`config.mk`:
```
export PLATFORM = sky130hd
export DESIGN_NAME = joy_conditioner
export DESIGN_NICKNAME = d
export VERILOG_FILES = /design/src/rtl/joy_pkg.sv /design/src/rtl/joy_debounce_line.sv /design/src/rtl/joy_conditioner.sv
export SDC_FILE = /design/constraint.sdc
export NUM_CORES = 1
export LEC_CHECK = 0
export ABC_CLOCK_PERIOD_IN_PS = 2400
export BUFFER_PORTS_ARGS = -buffer_cell sky130_fd_sc_hd__buf_4
export CAP_MARGIN = 20
export CORE_UTILIZATION = 50
export CTS_CLUSTER_DIAMETER = 80
export DETAILED_ROUTE_END_ITERATION = 12
export PLACE_DENSITY_LB_ADDON = 0.15
export SETUP_SLACK_MARGIN = 0.3
export SYNTH_ARGS = -nofsm -noshare
export SYNTH_HDL_FRONTEND = slang
export SYNTH_SLANG_ARGS = --single-unit
```
`constraint.sdc`:
```
create_clock -name clk -period 2.4 [get_ports clk]
set_input_delay 0.12 -clock clk [delete_from_list [all_inputs] [get_ports clk]]
set_output_delay 0.12 -clock clk [all_outputs]
set_load 0.02 [all_outputs]
```
`src/rtl/joy_pkg.sv`:
```
// Shared constants for the joystick conditioning path: bit positions inside a
// 6-bit stick word and the mapping of fire buttons onto af_enable.
package joy_pkg;

  // Bit order of a stick word {fire2,fire1,right,left,down,up}
  localparam int unsigned JB_UP    = 0;
  localparam int unsigned JB_DOWN  = 1;
  localparam int unsigned JB_LEFT  = 2;
  localparam int unsigned JB_RIGHT = 3;
  localparam int unsigned JB_FIRE1 = 4;
  localparam int unsigned JB_FIRE2 = 5;

  localparam int unsigned JOY_BITS = 6;

  // af_enable layout {joy2fire2,joy2fire1,joy1fire2,joy1fire1}
  localparam int unsigned AF_J1_FIRE1 = 0;
  localparam int unsigned AF_J1_FIRE2 = 1;
  localparam int unsigned AF_J2_FIRE1 = 2;
  localparam int unsigned AF_J2_FIRE2 = 3;

  typedef logic [JOY_BITS-1:0] joy_t;

  // True for the two fire buttons of a stick word.
  function automatic bit is_fire(input int unsigned bit_idx);
    return (bit_idx == JB_FIRE1) || (bit_idx == JB_FIRE2);
  endfunction

  // af_enable index for a fire bit of stick 0 (joy1) or 1 (joy2).
  // Non-fire bits map to 0; callers gate them with is_fire().
  function automatic int unsigned af_idx(input int unsigned stick, input int unsigned bit_idx);
    if (!is_fire(bit_idx)) begin
      return 0;
    end
    return stick * 2 + (bit_idx - JB_FIRE1);
  endfunction

endpackage

```
`src/rtl/joy_debounce_line.sv`:
```
// One active-low joystick line: 2-flop synchroniser, tick-based debounce and,
// for fire buttons, an optional autofire square wave. Output is registered.
module joy_debounce_line
  import joy_pkg::*;
#(
  parameter int unsigned DEB_MS     = 4,
  parameter int unsigned AF_HALF_MS = 50,
  parameter bit          HAS_AF     = 1'b0
) (
  input  logic clk,
  input  logic rst,
  input  logic tick,
  input  logic af_en,
  input  logic bypass,
  input  logic line_raw,
  output logic line_out
);

  localparam logic [3:0] DebLast = 4'(DEB_MS - 1);
  localparam logic [7:0] AfLast  = 8'(AF_HALF_MS - 1);

  logic       sync1_q;
  logic       sync_q;
  logic       stable_q, stable_d;
  logic [3:0] cnt_q, cnt_d;
  logic       af_act_q;
  logic       af_lvl_q, af_lvl_d;
  logic [7:0] phase_q, phase_d;
  logic       out_q, out_d;
  logic       af_act;

  // Autofire only runs while the debounced level is pressed and it is enabled.
  assign af_act = HAS_AF & af_en & ~stable_q;

  // Debounce: a new level must be seen on DEB_MS consecutive ticks.
  always_comb begin
    stable_d = stable_q;
    cnt_d    = cnt_q;
    if (tick) begin
      if (sync_q == stable_q) begin
        cnt_d = 4'd0;
      end else if (cnt_q == DebLast) begin
        stable_d = sync_q;
        cnt_d    = 4'd0;
      end else begin
        cnt_d = cnt_q + 4'd1;
      end
    end
  end

  // Autofire phase and level; a fresh activation outranks a coincident tick.
  always_comb begin
    phase_d  = phase_q;
    af_lvl_d = af_lvl_q;
    if (af_act) begin
      if (!af_act_q) begin
        phase_d  = 8'd0;
        af_lvl_d = 1'b0;
      end else if (tick) begin
        if (phase_q == AfLast) begin
          phase_d  = 8'd0;
          af_lvl_d = ~af_lvl_q;
        end else begin
          phase_d = phase_q + 8'd1;
        end
      end
    end else begin
      phase_d  = 8'd0;
      af_lvl_d = 1'b1;
    end
  end

  // Output select: bypass shows the synchronised raw line.
  always_comb begin
    out_d = stable_q;
    if (bypass) begin
      out_d = sync_q;
    end else if (af_act) begin
      out_d = af_lvl_d;
    end
  end

  // State registers; everything released/cleared on reset.
  always_ff @(posedge clk) begin
    if (rst) begin
      sync1_q  <= 1'b1;
      sync_q   <= 1'b1;
      stable_q <= 1'b1;
      cnt_q    <= 4'd0;
      af_act_q <= 1'b0;
      af_lvl_q <= 1'b1;
      phase_q  <= 8'd0;
      out_q    <= 1'b1;
    end else begin
      sync1_q  <= line_raw;
      sync_q   <= sync1_q;
      stable_q <= stable_d;
      cnt_q    <= cnt_d;
      af_act_q <= af_act;
      af_lvl_q <= af_lvl_d;
      phase_q  <= phase_d;
      out_q    <= out_d;
    end
  end

  assign line_out = out_q;

endmodule

```
`src/rtl/joy_conditioner.sv`:
```
// Joystick conditioner between joydecoder and the core: a shared 1 ms tick
// plus twelve independent sync/debounce/autofire lines.
module joy_conditioner
  import joy_pkg::*;
#(
  parameter int unsigned MASTERCLK  = 28000000,
  parameter int unsigned DEB_MS     = 4,
  parameter int unsigned AF_HALF_MS = 50
) (
  input  logic       clk,
  input  logic       rst,
  input  logic [5:0] joy1_in,
  input  logic [5:0] joy2_in,
  input  logic [3:0] af_enable,
  input  logic       bypass,
  output logic [5:0] joy1_out,
  output logic [5:0] joy2_out,
  output logic       tick_1ms
);

  localparam int unsigned TICKDIV = MASTERCLK / 1000;
  localparam int unsigned TW      = (TICKDIV > 1) ? $clog2(TICKDIV) : 1;
  localparam logic [TW-1:0] TickLast = TW'(TICKDIV - 1);

  logic [TW-1:0] tick_cnt_q, tick_cnt_d;

  // Free-running 0..TICKDIV-1 counter; the strobe marks its last count.
  always_comb begin
    tick_cnt_d = tick_cnt_q + TW'(1);
    if (tick_cnt_q == TickLast) begin
      tick_cnt_d = '0;
    end
  end

  // Tick counter register.
  always_ff @(posedge clk) begin
    if (rst) begin
      tick_cnt_q <= '0;
    end else begin
      tick_cnt_q <= tick_cnt_d;
    end
  end

  assign tick_1ms = (tick_cnt_q == TickLast);

  for (genvar i = 0; i < JOY_BITS; i++) begin : g_bit
    localparam bit          IsFire = is_fire(i);
    localparam int unsigned Af1Idx = af_idx(0, i);
    localparam int unsigned Af2Idx = af_idx(1, i);

    joy_debounce_line #(
      .DEB_MS     (DEB_MS),
      .AF_HALF_MS (AF_HALF_MS),
      .HAS_AF     (IsFire)
    ) u_joy1 (
      .clk      (clk),
      .rst      (rst),
      .tick     (tick_1ms),
      .af_en    (IsFire & af_enable[Af1Idx]),
      .bypass   (bypass),
      .line_raw (joy1_in[i]),
      .line_out (joy1_out[i])
    );

    joy_debounce_line #(
      .DEB_MS     (DEB_MS),
      .AF_HALF_MS (AF_HALF_MS),
      .HAS_AF     (IsFire)
    ) u_joy2 (
      .clk      (clk),
      .rst      (rst),
      .tick     (tick_1ms),
      .af_en    (IsFire & af_enable[Af2Idx]),
      .bypass   (bypass),
      .line_raw (joy2_in[i]),
      .line_out (joy2_out[i])
    );
  end

endmodule

```
==> metrics <==
DR WL/cell 14.4 um; Worst path slowest cell or4_1; Nets a little over 800; Max Cap Viol 0; Lkg Pwr between 0.002 and 0.003 uW; Synth top cells by count dfxtp_1, a21oi_1, o21ai_0; largest cells by area after synthesis dfxtp_1, a21oi_1, o21ai_0; Post-route DRC 0; Tightest Pin Transition 729 ps; grt ovf 0; startpoint types flip-flop; clk_lat worst skew between 400 and 500 ps; Clock Root Buffer clkbuf_16; Crit Path Class flip-flop to flip-flop; Placed Cells slightly above 900; Core Area between 0.01 and 0.015 mm2; setup_tns 0 ps; I/O pins 32; # diodes 0; critical path, cell by cell and4bb_1, nand4_4, buf_4, buf_12, or4_1, a21oi_1; die area 0.0140 mm2; Req. time, crit path between 2000 and 3000 ps; H-tree depth 4; Mean Syn Cell Area ~9 um2; Max VDD drop between 400 and 500 uV; Via-to-Cell Ratio approximately 5.6; Clock Sinks around 150; Hold Crit Class input port to flip-flop; Initial Utilization 0.511; First-pass DRT Iterations 5; FP Rows 42; Layout Skew approximately 11 ps; Post-Syn Nets 795; Chip Width roughly 120 um; CTS tree built; final hold vios 0; most instantiated library cell after synthesis dfxtp_1; Final GP Congestion about 0.8; number of synthesized flops with an enable pin 0; GRT Total Usage 0.214; Routed Antenna Nets 0; first-pass GRT wire length 24,500 um; Seq/Total Area, Yosys 0.446; main flop type after synthesis dfxtp_1; post-synth top area cell dfxtp_1; clock slew at reported path FFs 60 ps; flops & latches, synth 151; Pwr Density ~650 mW/mm2; crit-path max FO between 60 and 70; layout cell share with drive strength beyond 1 0.142; initial antenna violation count 0; fin cells between 900 and 1k; Worst setup EP type flip-flop; cell count after synthesis about 760; Hold WS ~24 ps; largest net degree at the start of global routing about 70; RSZ-0062 raised after global routing false; Yosys cell types 45; Area Growth Syn to Fin 16.5%; Via Count between 5k and 6k; initial DRC count 306; Slew HR 0.514; hpwl dp around 8500 um; Routed WL 14,000 um; Synth Warn # 0; share of flip-flops with an asynchronous set or reset 0; Die Ht 118 um; cell area after synthesis between 0.006 and 0.007 mm2; PortBufs 31; Tcrit/Tclk final 0.843; CTS Buf Count 17; Arr. time, crit path about 2400 ps; status completed; largest buffer count on any clock path 2; CP max stage delay between 500 and 600 ps; Period minus WS final approximately 2000 ps; final setup violation count 0; top cell type's share of synthesized area 0.446; f_max 494 MHz; number of global-route vias before repair 5,475; Max Slew Vio Count 0
[repair_timing]
action / in CTS / in global routing
endpoints found under the hold margin: 12 / 0
setup buffers: 4 / 0
gates cloned: 3 / 0
setup endpoints to repair: 1 / 22
hold buffers: 12 / 0
resized for setup: 3 / 3
[kinds of logic (layout without fill, tap and decap cells)]
family	after synthesis	count (layout)	share of synthesized area
muxes	10	10	0.0148
and+or+nand+nor	310	310	0.274
DFF	151	151	0.446
AOI/OAI and AO/OA	163	163	0.130
buffers and inverters	62	103	0.0464
adders and majority gates	21	21	0.0388
xor gates and xnor gates	38	38	0.0491
[layout make-up]
| type | count | area [um2] |
|---|---|---|
| fill | 1166 | 5350 |
| clock buffer | 22 | 464 |
| timing repair buffer | 59 | 598 |
| clock inverter | 8 | 76.3 |
| multi-input combinational | 542 | 3450 |
| inverter | 14 | 55.1 |
| tap | 176 | 220 |
| sequential | 151 | 3030 |
[cells in the final DEF (no fill, tap or decap), drive strengths merged, types with 2 or more instances in the layout]
master	Yosys	final
a211oi	4	4
a21o	3	3
a21oi	77	77
a31oi	2	2
and2	15	15
and3	3	3
and4	8	8
buf	25	44
bufbuf	0	3
clkbuf	23	22
clkinv	0	4
clkinvlp	0	3
dfxtp	151	151
dlygate4sd3	0	12
ha	21	21
inv	14	14
mux2i	10	10
nand2	38	38
nand3	47	47
nand3b	2	2
nand4	24	24
nand4b	4	4
nor2	23	23
nor2b	23	23
nor3	14	14
nor3b	18	18
nor4	4	4
o211ai	9	9
o21ai	61	61
o31ai	5	5
or2	26	26
or3	23	23
or3b	5	5
or4	26	26
or4b	4	4
xnor2	19	19
xor2	19	19
[worst paths after layout]
path	start	endpoint	slack, ps	cells after the start
max	tick_cnt_q[4]	g_bit[3].u_joy2.cnt_q[0]	380	6
max reg2reg	tick_cnt_q[4]	g_bit[3].u_joy2.cnt_q[0]	380	6
min	af_enable[0]	g_bit[4].u_joy1.af_act_q	20	2
min reg2reg	g_bit[4].u_joy2.sync1_q	g_bit[4].u_joy2.sync_q	410	1
[per-layer routing]
metal  wire [um]  global-route usage  vias to the layer above  part of all wire
li1            -                   -                     2786                 -
met1        6760               0.269                     2585              0.48
met2        6710               0.359                       68              0.48
met3         374              0.0473                       14             0.027
met4         138              0.0807                        0            0.0099
met5           0                   0                        -                 0
[sequential cells by signal, summed over array words and instances, names as in the netlist]
name,flops
g_bit.u_joy1.line_out,6
g_bit.u_joy1.sync_q,6
g_bit.u_joy2.line_out,6
g_bit.u_joy2.cnt_q,24
tick_cnt_q,15
g_bit.u_joy2.af_lvl_q,2
g_bit.u_joy1.af_act_q,2
g_bit.u_joy1.af_lvl_q,2
g_bit.u_joy1.stable_q,6
g_bit.u_joy1.phase_q,16
g_bit.u_joy1.cnt_q,24
g_bit.u_joy2.sync1_q,6
g_bit.u_joy2.sync_q,6
g_bit.u_joy2.af_act_q,2
g_bit.u_joy1.sync1_q,6
g_bit.u_joy2.phase_q,16
g_bit.u_joy2.stable_q,6
[where the power goes]
part	total, uW	switching [uW]	internal [uW]
clock network	2440	979	1460
registers	2550	18.9	2530
logic	149	76.0	72.9
total	5140	1070	4070
[critical path, delay by kind of cell, from the launching register on]
| family | cells | cell delay [ps] |
|---|---|---|
| AO/OA/AOI/OAI | 1 | 160 |
| AND/OR/NAND/NOR | 3 | 990 |
| flip-flops | 1 | 420 |
| buffers and inverters | 2 | 350 |
[stage by stage]
step / utilization / cell area (um2) / setup slack (ps) / power [uW]
floorplan: - / 6770 / 594 / 2690
global route: 0.596 / 7890 / 308 / 5330
finish: 0.596 / 7890 / 376 / 5140
CTS: 0.595 / 7880 / 300 / 5200
detailed placement: 0.535 / 7080 / 364 / 2740
global placement: 0.535 / 7080 / 466 / 2730
Power figures use the tool's default switching activity.
